--- src/rtl/pipe_stage_reg_pkg.sv ---
// Shared definitions for the pipeline stage registers: the Tnew width,
// the saturating Tnew decrement, the bubble value and the payload widths
// of the D, E, M and W stages.
package pipe_pkg;

    // Default width of the Tnew field.
    localparam int TNEW_W_DEF = 2;

    // Widest Tnew the helper function handles; callers zero-extend into it.
    localparam int TNEW_MAX_W = 8;

    // Value a zeroed bubble carries. It decodes as a NOP with RegWrite=0
    // and MemWrite=0. Callers cast it to their own field width.
    localparam logic [255:0] BUBBLE = '0;

    // Payload widths of each stage boundary, including PCForTest.
    localparam int PAY_D_W = 64;
    localparam int PAY_E_W = 128;
    localparam int PAY_M_W = 112;
    localparam int PAY_W_W = 80;

    // Tnew counts down by one per stage and never wraps below zero.
    function automatic logic [TNEW_MAX_W-1:0] tnew_sat_dec(input logic [TNEW_MAX_W-1:0] tnew);
        return (tnew == '0) ? '0 : tnew - 1'b1;
    endfunction

endpackage

--- src/rtl/pipe_stage_reg_if.sv ---
// Handshake and payload bundle between pipeline stage N and stage N+1.
//
// Handshake: a transfer happens on a rising clk edge where valid and ready
// are both 1. The sender holds valid, data and tnew stable until that edge;
// ready may change at any time and never depends on the data itself.
// The in_* signals face the upstream stage and the out_* signals face the
// downstream stage.
interface pipe_stage_reg_if
    import pipe_pkg::*;
#(
    parameter int DATA_W = 32,
    parameter int TNEW_W = TNEW_W_DEF
);
    logic              in_valid;
    logic              in_ready;
    logic [DATA_W-1:0] in_data;
    logic [TNEW_W-1:0] in_tnew;
    logic              out_valid;
    logic              out_ready;
    logic [DATA_W-1:0] out_data;
    logic [TNEW_W-1:0] out_tnew;

    // The stage register itself.
    modport slave (
        input  in_valid, in_data, in_tnew, out_ready,
        output in_ready, out_valid, out_data, out_tnew
    );

    // The surrounding pipeline (upstream producer plus downstream consumer).
    modport master (
        output in_valid, in_data, in_tnew, out_ready,
        input  in_ready, out_valid, out_data, out_tnew
    );
endinterface

--- src/rtl/pipe_stage_reg_slot.sv ---
// pipe_slot: one valid/data/tnew entry of a pipeline stage register.
// clear wins over load and turns the entry into a bubble. With ZERO_BUBBLE
// set the bubble payload is forced to zero; otherwise the old payload stays.
module pipe_slot
    import pipe_pkg::*;
#(
    parameter int DATA_W      = 32,
    parameter int TNEW_W      = TNEW_W_DEF,
    parameter int ZERO_BUBBLE = 1
) (
    input  logic              clk,
    input  logic              rst,
    input  logic              load,
    input  logic              clear,
    input  logic [DATA_W-1:0] d_data,
    input  logic [TNEW_W-1:0] d_tnew,
    output logic              q_valid,
    output logic [DATA_W-1:0] q_data,
    output logic [TNEW_W-1:0] q_tnew
);
    logic              valid_d, valid_q;
    logic [DATA_W-1:0] data_d,  data_q;
    logic [TNEW_W-1:0] tnew_d,  tnew_q;

    // Next entry contents: clear beats load, otherwise hold.
    always_comb begin
        valid_d = valid_q;
        data_d  = data_q;
        tnew_d  = tnew_q;
        if (clear) begin
            valid_d = 1'b0;
            if (ZERO_BUBBLE != 0) begin
                data_d = DATA_W'(BUBBLE);
                tnew_d = TNEW_W'(BUBBLE);
            end
        end else if (load) begin
            valid_d = 1'b1;
            data_d  = d_data;
            tnew_d  = d_tnew;
        end
    end

    // Entry register; reset empties and zeroes it at once.
    always_ff @(posedge clk or posedge rst) begin
        if (rst) begin
            valid_q <= 1'b0;
            data_q  <= '0;
            tnew_q  <= '0;
        end else begin
            valid_q <= valid_d;
            data_q  <= data_d;
            tnew_q  <= tnew_d;
        end
    end

    assign q_valid = valid_q;
    assign q_data  = data_q;
    assign q_tnew  = tnew_q;
endmodule

--- src/rtl/pipe_stage_reg.sv ---
// pipe_stage_reg: generic register between pipeline stages N and N+1.
// Carries an opaque payload plus Tnew under a valid/ready handshake, with
// synchronous flush-to-bubble and optional saturating Tnew decrement.
//
// Build option: define PIPE_SKID_EN to add a second (skid) entry so that
// in_ready comes straight from a flop and has no path from out_ready.
// Without it the stage is a single entry with a combinational in_ready.
module pipe_stage_reg
    import pipe_pkg::*;
#(
    parameter int DATA_W      = 32,
    parameter int TNEW_W      = TNEW_W_DEF,
    parameter int TNEW_DEC    = 1,
    parameter int ZERO_BUBBLE = 1
) (
    input  logic clk,
    input  logic rst,
    input  logic flush,
    pipe_stage_reg_if.slave bus
);
    logic              in_ready;
    logic              acc;
    logic              drn;
    logic [TNEW_W-1:0] in_tnew_eff;

    logic              main_load, main_clear;
    logic [DATA_W-1:0] main_ld_data;
    logic [TNEW_W-1:0] main_ld_tnew;
    logic              main_valid;
    logic [DATA_W-1:0] main_data;
    logic [TNEW_W-1:0] main_tnew;

    // Tnew is adjusted once, as the instruction enters this stage.
    always_comb begin
        in_tnew_eff = bus.in_tnew;
        if (TNEW_DEC != 0) begin
            in_tnew_eff = TNEW_W'(tnew_sat_dec(TNEW_MAX_W'(bus.in_tnew)));
        end
    end

`ifdef PIPE_SKID_EN
    logic              skid_load, skid_clear;
    logic              skid_valid;
    logic [DATA_W-1:0] skid_data;
    logic [TNEW_W-1:0] skid_tnew;

    // Two-entry control: the skid entry absorbs an input accepted while the
    // main entry is stalled, and refills main (oldest first) on the next drain.
    always_comb begin
        in_ready     = ~skid_valid;
        acc          = bus.in_valid & in_ready;
        drn          = main_valid & bus.out_ready;
        main_load    = (drn & skid_valid) | (acc & (~main_valid | drn));
        main_clear   = flush | (drn & ~skid_valid & ~acc);
        main_ld_data = skid_valid ? skid_data : bus.in_data;
        main_ld_tnew = skid_valid ? skid_tnew : in_tnew_eff;
        skid_load    = acc & main_valid & ~drn;
        skid_clear   = flush | (drn & skid_valid);
    end

    pipe_slot #(
        .DATA_W      (DATA_W),
        .TNEW_W      (TNEW_W),
        .ZERO_BUBBLE (ZERO_BUBBLE)
    ) u_skid (
        .clk     (clk),
        .rst     (rst),
        .load    (skid_load),
        .clear   (skid_clear),
        .d_data  (bus.in_data),
        .d_tnew  (in_tnew_eff),
        .q_valid (skid_valid),
        .q_data  (skid_data),
        .q_tnew  (skid_tnew)
    );
`else
    // Single-entry control: accept whenever the entry is empty, is leaving
    // this cycle, or is being flushed anyway.
    always_comb begin
        in_ready     = ~main_valid | bus.out_ready | flush;
        acc          = bus.in_valid & in_ready;
        drn          = main_valid & bus.out_ready;
        main_load    = acc;
        main_clear   = flush | (drn & ~acc);
        main_ld_data = bus.in_data;
        main_ld_tnew = in_tnew_eff;
    end
`endif

    pipe_slot #(
        .DATA_W      (DATA_W),
        .TNEW_W      (TNEW_W),
        .ZERO_BUBBLE (ZERO_BUBBLE)
    ) u_main (
        .clk     (clk),
        .rst     (rst),
        .load    (main_load),
        .clear   (main_clear),
        .d_data  (main_ld_data),
        .d_tnew  (main_ld_tnew),
        .q_valid (main_valid),
        .q_data  (main_data),
        .q_tnew  (main_tnew)
    );

    assign bus.in_ready  = in_ready;
    assign bus.out_valid = main_valid;
    assign bus.out_data  = main_data;
    assign bus.out_tnew  = main_tnew;
endmodule
--- src/flat_wrapper.sv ---
// flat-port wrapper written by rule: the top's interface ports become plain ports
module pipe_stage_reg_flat import pipe_pkg::*;
#(
    parameter int DATA_W      = 32,
    parameter int TNEW_W      = TNEW_W_DEF,
    parameter int TNEW_DEC    = 1,
    parameter int ZERO_BUBBLE = 1
)
  (clk, rst, flush, bus_in_valid, bus_in_data, bus_in_tnew, bus_out_ready, bus_in_ready, bus_out_valid, bus_out_data, bus_out_tnew);
  pipe_stage_reg_if #(.DATA_W(DATA_W), .TNEW_W(TNEW_W)) bus_i ();
  input  logic clk;
  input  logic rst;
  input  logic flush;
  input wire logic [$bits(bus_i.in_valid)-1:0] bus_in_valid;
  input wire logic [$bits(bus_i.in_data)-1:0] bus_in_data;
  input wire logic [$bits(bus_i.in_tnew)-1:0] bus_in_tnew;
  input wire logic [$bits(bus_i.out_ready)-1:0] bus_out_ready;
  output wire logic [$bits(bus_i.in_ready)-1:0] bus_in_ready;
  output wire logic [$bits(bus_i.out_valid)-1:0] bus_out_valid;
  output wire logic [$bits(bus_i.out_data)-1:0] bus_out_data;
  output wire logic [$bits(bus_i.out_tnew)-1:0] bus_out_tnew;
  assign bus_i.in_valid = bus_in_valid;
  assign bus_i.in_data = bus_in_data;
  assign bus_i.in_tnew = bus_in_tnew;
  assign bus_i.out_ready = bus_out_ready;
  assign bus_in_ready = bus_i.in_ready;
  assign bus_out_valid = bus_i.out_valid;
  assign bus_out_data = bus_i.out_data;
  assign bus_out_tnew = bus_i.out_tnew;
  pipe_stage_reg #(.DATA_W(DATA_W), .TNEW_W(TNEW_W), .TNEW_DEC(TNEW_DEC), .ZERO_BUBBLE(ZERO_BUBBLE)) u_core (.clk(clk), .rst(rst), .flush(flush), .bus(bus_i));
endmodule
--- config.mk ---
export PLATFORM = sky130hd
export DESIGN_NAME = pipe_stage_reg_flat
export DESIGN_NICKNAME = d
export VERILOG_FILES = /design/src/rtl/pipe_stage_reg_pkg.sv /design/src/rtl/pipe_stage_reg_if.sv /design/src/rtl/pipe_stage_reg_slot.sv /design/src/rtl/pipe_stage_reg.sv /design/src/flat_wrapper.sv
export SDC_FILE = /design/constraint.sdc
export NUM_CORES = 1
export LEC_CHECK = 0
export CAP_MARGIN = 40
export CORE_AREA = 2 2 60 68
export CTS_CLUSTER_SIZE = 40
export DETAILED_ROUTE_END_ITERATION = 10
export DIE_AREA = 0 0 62 70
export HOLD_SLACK_MARGIN = 0.1
export PLACE_DENSITY_LB_ADDON = 0.1
export SETUP_SLACK_MARGIN = 0.1
export SLEW_MARGIN = 25
export SYNTH_ARGS = -nofsm -noshare
export SYNTH_HDL_FRONTEND = slang
export SYNTH_SLANG_ARGS = --single-unit
--- constraint.sdc ---
create_clock -name clk -period 1.4 [get_ports clk]
set_input_delay 0.28 -clock clk [delete_from_list [all_inputs] [get_ports clk]]
set_output_delay 0.28 -clock clk [all_outputs]
set_load 0.005 [all_outputs]
; ---- Yosys cells after proc, flatten, opt, wreduce, memory -nomap -nowiden
; Cells that the tools add are included.
[totals]
register_bits = 35
input_bits = 39
[classes]
add_sub_neg = 1
mux = 7
bitwise_logic = 8
reduce_logical = 2
[op_table]
columns = cell, count
row1 = two-way mux 32 bit, 2
row2 = two-way mux 2 bit, 3
row3 = AND 1 bit, 3
row4 = bitwise OR 1 bit, 3
row5 = zero test 2 bit, 1
row6 = two-way mux 1 bit, 2
row7 = NOT 1 bit, 2
row8 = nonzero test 2 bit, 1
row9 = "subtractor 2 x 1 -> 2 bit, second input constant", 1

; ---- Logic depth before layout (Yosys ltp)
[depth]
ltp_word = 8
ltp_mapped = 5
depth_no_buf = 3

; ---- Hierarchy
; From an unflattened synthesis, not the netlist that was laid out.
[unflattened]
cells_unflattened = 121
area_unflattened_um2 = 1485.2
[modules_own_cells]
columns = module, instances, cells_per_inst, area_each_um2
row1 = pipe_slot, 1, 114, 1446.4
row2 = pipe_stage_reg, 1, 7, 38.8

; ---- Least setup slack after synthesis
; No wires, ideal clock.
[synth_timing]
kind = reg2reg
startpoint = reg u_core.u_main.valid_q, in the netlist u_core.u_main.q_valid
endpoint = reg u_core.u_main.data_q[10], in the netlist u_core.u_main.q_data[10]
arrival_time_ps = 1165
path_slack_ps = 114
path_stages_with_launch = 6
synth_period_minus_slack_ps = 1286
cell_sequence = dfrtp_1 > nor2b_4 > o21ba_1 > buf_6 > buf_6 > a22o_1
[synth_via]
elab_chain_cells = 8
word_cells_on_any_way = 10
cone_classes = mux: 1 / bitwise: 8 / reduce/logical: 1
[synth_lines]
columns = item, line_no
row1 = start: declaration, pipe_stage_reg_slot.sv:21  ; logic valid_d, valid_q;
row2 = start signal: assignment, pipe_stage_reg_slot.sv:50  ; valid_q <= valid_d;
row3 = NOT 1 bit, pipe_stage_reg.sv:80  ; in_ready = ~main_valid | bus.out_ready | flush;
row4 = bitwise OR 1 bit (2 in series), pipe_stage_reg.sv:80
row5 = AND 1 bit, pipe_stage_reg.sv:81  ; acc = bus.in_valid & in_ready;
row6 = NOT 1 bit, pipe_stage_reg.sv:84  ; main_clear = flush | (drn & ~acc);
row7 = AND 1 bit, pipe_stage_reg.sv:84
row8 = bitwise OR 1 bit, pipe_stage_reg.sv:84
row9 = two-way mux 32 bit or nonzero test 2 bit (tied branches), n/a
row10 = end signal: assignment, pipe_stage_reg_slot.sv:51  ; data_q <= data_d;
row11 = end: declaration, pipe_stage_reg_slot.sv:22  ; logic [DATA_W-1:0] data_d, data_q;
; Several ways; a longest one is shown, not always the timed one.
; A chain may end at the register's enable or synchronous reset.

; ---- Worst setup path in the final report
[layout_timing]
startpoint = reg u_core.u_main.valid_q, in the netlist u_core.u_main.q_valid
endpoint = reg u_core.u_main.data_q[7], in the netlist u_core.u_main.q_data[7]
; The elaborated chain is that of the path after synthesis.

==> metrics.cfg <==
[outcome]
outcome = finished, violations left
violations = setup timing

[yosys]
yosysSeqAreaShare_pct = 66.3
syn-num-nets = 123
yosys_warnings = 0
synthSimpleGateAreaFrac_pct = 3.69
ys_ff_latch = 35
ys_types = 10
synth_compound_area_share_pct = 23.5
synth_xor_area_share_pct = 0
syn_inst = 84
synthTopCellsByArea = dfrtp_1 66%, a22o_1 21%, buf_6 6.0%
syn_area_um2 = 1320
synth_top_family_by_area = compound AO/OA/AOI/OAI gates
synthMuxAreaShare_pct = 0
synth.top_cell.area_share_pct = 66.3
yosys.area_share.adder_pct = 0
synth_top_cell_by_area = dfrtp_1
syn_area_per_cell_um2 = 15.7

[clocking]
numCtsBuffers = 5
clock_latency_ns = 0.28
clock-sinks = 35
cts_hold_buf = 0
h-tree-depth = 2
cts_max_path_buffers = 2
cts_tree = done
clockRootBuffer = clkbuf_8
clkTransAtPathRegs_ns = 0.07

[sta]
rsz0062_at_grt = true
skew_ns = 0.00481
setup_viol = 20
tightest_slew_ns = 0.305
post-route-min-period_ns = 1.43
slew_headroom_pct = 79.7
fmax_ghz = 0.700
fin_ws_ns = -0.0286
finalMaxSlewViolations = 0
fin_crit_sh_pct = 102
setup_tns_ns = -0.316
hold_viol = 0

[global_routing]
grtUsageMet3_pct = 4.44
grt_max_degree = 35
grt_pass1_vias = 1108
grtUsageTotal_pct = 16.3
grt_util_met1_pct = 18.8
grt-busiest-layer = met2
grt_pass1_wl_mm = 5.17
grt_antenna_before_repair = 0
use_met2_pct = 27.2
grt_overflow = 0

[placement]
routabilityCongestion = 0.665
dpl.hpwl_mm = 2.32
port-buffer-count = 74
dpl_cell_area_um2 = 2120

[critical_path]
startpoint = u_core.u_main.q_valid$_DFFE_PP0P_
critPathBufInv = 4
cp_cell_sequence = buf_6 -> nor2b_4 -> buf_6 -> nor3b_4 -> buf_6 -> buf_8 -> a22o_1
critPathMaxFanout = 5
slowest_delay_ns = 0.39
worstSetupPathType = reg -> reg
rr_worst_depth = 7
rr_endpoint = u_core.u_main.q_data[7]$_DFFE_PP0P_
cpLargestDelayFamily = buffers and inverters
startpoint_type = flip-flop
endpoint_kind = flip-flop
crit_path_frequent_cell = buf_6
r2r_start = u_core.u_main.q_valid$_DFFE_PP0P_
critPathArrivalTime_ns = 1.64
regToRegSetupSlack_ns = -0.03
cp.required_ns = 1.61
cp_slowest_cell = dfrtp_1

[floorplan]
core_um2 = 3750
dieHeight_um = 70
ios = 75
start_util_pct = 35.2
rows = 24
die-area_um2 = 4340
die_w_um = 62

[finish]
final_layout_size_suffix_gt1_share_pct = 17.4
areaGrowthSynthToFinish_pct = 74.6
layout_commonest_cell = clkdlybuf4s50_1
final_cell_mix = 37 x clkdlybuf4s50_1, 35 x dlygate4sd2_1, 35 x dfrtp_1, 32 x a22o_1, 9 x buf_4
final_area_um2 = 2310
fin_nets = 216
diodes = 0

[pwr]
p_leak_uw = 0.00120
p_per_area_nw_per_um2 = 991
ir_worst_vdd_mv = 0.597

[run]
maxCapViolations = 0

[routing]
ant_nets = 0
drc = 0
first_iter_violations = 31
vias = 1094
routedWlPerCell_um = 15.1
via_per_inst = 4.76
drt_first_pass_iters = 4
routed_wl_mm = 3.48

[min_path]
min_path_type = in -> async

worst reg2reg max path, cell delays in order, from the launching register on:
cell     delay [ns]
dfrtp_1        0.39
buf_6          0.12
nor2b_4        0.12
buf_6          0.11
nor3b_4        0.20
buf_6          0.16
buf_8          0.12
a22o_1         0.13
report_power, final:
part	leakage, uW	switching, uW	total (uW)	internal [uW]
clock network	0.0000515	336	785	449
logic	0.000681	143	402	259
registers	0.000469	29.7	1100	1070
layout make-up:
class / count / area [um^2]
inverter: 2 / 7.51
tap: 52 / 65.1
timing repair buffer: 93 / 900
fill: 330 / 1450
multi-input combinational: 40 / 359
sequential: 35 / 876
clock buffer: 8 / 100
state kept, by name (all words and copies together), names as in the netlist:
name                   count
u_core.u_main.q_data      32
u_core.u_main.q_tnew       2
u_core.u_main.q_valid      1
stage by stage:
stage / setup WS, ns / util (%) / power, uW / cells / hold WS, ns
floorplan: 0.114 / - / 1260 / 84 / 0.413
detailed placement: -0.308 / 56.5 / 1520 / 211 / 0.489
global route: -0.0955 / 61.5 / 2390 / 230 / 0.317
global placement: -0.295 / 56.5 / 1510 / 211 / 0.481
CTS: -0.0266 / 60.1 / 2300 / 227 / 0.299
finish: -0.0286 / 61.5 / 2290 / 230 / 0.304
synthesized netlist by cell type:
cell type,n
nor2b_4,1
nor3b_4,1
nand2b_1,2
o21ba_1,1
inv_1,2
buf_6,7
nor2_1,1
a22o_1,32
dfrtp_1,35
a32o_1,2
cells by family (layout without fill, tap and decap cells):
group,count (synthesis),in the layout
AOI/OAI and AO/OA,35,35
and+or+nand+nor,5,5
buffers and inverters,9,103
DFF,35,35
metal layers:
layer  up-vias  wire length, um
met2        40             1820
met4         0               28
li1        506                -
met1       544             1390
met3         4              237
met5         -                0
worst max path at each step:
stage	slack (ns)	end	depth (start not counted)
3_5_place_dp	-0.31	bus_in_ready	4
6_report	-0.03	u_core.u_main.q_data[7]$_DFFE_PP0P_	7
4_1_cts	-0.03	u_core.u_main.q_tnew[0]$_DFFE_PP0P_	6
2_1_floorplan	0.11	u_core.u_main.q_data[10]$_DFFE_PP0P_	5
5_1_grt	-0.1	u_core.u_main.q_data[7]$_DFFE_PP0P_	7
3_3_place_gp	-0.30	bus_in_ready	4
repair_timing:
action / 4_1_cts / 5_1_grt
buffers inserted: 7 / 2
gates cloned: 2 / 1
pin swaps: 1 / 4
gates resized for setup: 53 / 3
endpoints found under the setup margin: 68 / 36
Power figures use the tool's default switching activity.
==> patch: new RTL, same settings <==
Change the package constant `TNEW_W_DEF` from 2 to 4.
--- a/src/rtl/pipe_stage_reg_pkg.sv
+++ b/src/rtl/pipe_stage_reg_pkg.sv
@@ -6,3 +6,3 @@
     // Default width of the Tnew field.
-    localparam int TNEW_W_DEF = 2;
+    localparam int TNEW_W_DEF = 4;
 
Interface: changed (resized bus_in_tnew and bus_out_tnew); port bits go from 75 to 79. The function was not compared with the original's and may differ.
==> patch against the unedited design <==
  * Area after synthesis grew 11%
  * Power grew 4.7%
  * Clock power shrank 5.5%
  * Sequential cell count rose by 2
  * Critical path depth down 4
  * Register-to-register slack gained 60 ps
  * Worst setup slack better by 50 ps
  * Global-route usage grew 2.9 points
  * Sequential share of layout area down 2.7 points
  * Design area up 14%
  * Routed wire length grew 14%
  * Synthesized cell count grew 20%
  * Critical endpoint is now bus_in_ready
  * Highest routed layer unchanged
==> patch: results (changes against the unedited design) <==
* Layout Nets: 249 (+15%)
- Antenna cells: 0 (unchanged)
- Distinct cells, synth: 18 (+8)
- Vias in the first global route: 1301 (+17%)
- Slowest library cell on the worst path: dfrtp_1
- Fillers: 299 (-9.4%)
- Status: completed
- Sequential cell area fraction in the yosys report: 63.4% (-2.9 points)
- The post-CTS setup buffer count came to 9 (+2).
- The routed length on met2 was 2.00 mm (+9.9%).
- The relative contribution of combinational cells to total power is 20.4% (+2.8 points).
* IR Drop Worst-Case VDD: 0.686 mV (+15%)
- Clk_skew: 4.72 ps (-0.0880 ps)
- In this design, the largest share of critical-path delay is due to flip-flops.
- Library cell used as clock root buffer: clkbuf_8
- Mean instance size in the synthesized netlist: 14.5 um2 (-8.1%)
- The first-pass GRT wire length is 6.27 mm (+21%).
- Routability congestion estimate: 0.686 (+3.1%)
- DP HPWL: 2.72 mm (+17%)
- Met3 wire length: 281 um (+19%)
- Mapped Nets: 144 (+17%)
- Arr. time, crit path: 1100 ps (-540 ps)
- Largest net degree at the start of global routing: 26 (-26%)
- The vias per cell was 4.89 (+2.8%).
- The global-route met2 utilization was 30.9% (+3.7 points).
* Total routed wire length on the met1 layer: 1.62 mm (+16%)
* Nature of the critical path endpoint: output port
- The routed wire length per instance was 15.3 um (+1.3%).
* Highest net fanout along the worst path: 3 (-2)
- Synth Area in Compound Gates: 23.7% (+0.17 points)
- The register area is 926 um2 (+5.7%).
- The internal power of the cells was 1.84 mW (+3.4%).
- The detailed-router iteration count before antenna repair is 4 (unchanged).
- Slowest Stage Delay on Critical Path: 410 ps (+20 ps)
- Layout Cells excl Fill: 258 (+12%)
- The minimum setup slack after placement is -473 ps (-164 ps).
- Max-slew headroom: 77.2% (-2.5 points)
* Biggest area contributors in the synthesized netlist: dfrtp_1, a22o_1, buf_6
* Number of gates resized after CTS: 52 (-1.9%)
- GR Util met3: 6.48% (+2.0 points)
* Reported leakage power: 1.37 nW (+14%)
- The fraction of final layout cells with drive strength greater than 1 was 20.4% (+3.0 points).
* Adder and majority cell fraction of the synthesized area: 1.71% (+1.7 points)
* Seq. pwr: 1.17 mW (+6%)
- The number of synthesis warnings was 0 (unchanged).
- The H-tree depth is 2 (unchanged).
* Power Total: 2.39 mW (+4.7%)
- Number of DRC markers after the initial detailed-route iteration: 54 (+74%)
* GR Util met1: 23.7% (+4.9 points)
- The number of I/O port buffers is 78 (+5.4%).
- The total routing resource utilization after global routing is 19.2% (+2.9 points).
- Dpl cell area: 2360 um2 (+11%)
- After synthesis, the most frequently instantiated cells are dfrtp_1, a22o_1, buf_6.
* Antenna violations before repair: 0 (unchanged)
* Mux cell area share after synthesis: 0.771% (+0.77 points)
- The placed cell count is 237 (+12%).
-- patch: cell types whose count changed after synthesis, sizes merged, moves of 2 or more --
cell,delta
ha,+2
dfrtp,+2
nand2b,+2
o2bb2ai,+2
a22o,+2
inv,+2
a32o,-2
or2,+2
-- patch: path summary, 6_finish.rpt --
path,end,slack (ps),depth (start not counted)
hold / removal,u_core.u_main.q_data[29],320,3
min in group clk,u_core.u_main.q_tnew[0],350,2
hold reg to reg,u_core.u_main.q_tnew[1],500,1
max in group asynchronous,u_core.u_main.q_data[15],780,3
setup / recovery,bus_in_ready,20,3
setup reg to reg,u_core.u_main.q_data[28],30,5
-- patch: cell type report --
| cell class | count | area share (%) |
|---|---|---|
| Clock buffer | 7 | 3.29 |
| Tap cell | 52 | 2.48 |
| Multi-Input combinational cell | 53 | 18.3 |
| Inverter | 4 | 0.572 |
| Timing Repair Buffer | 105 | 40.1 |
| Sequential cell | 37 | 35.3 |
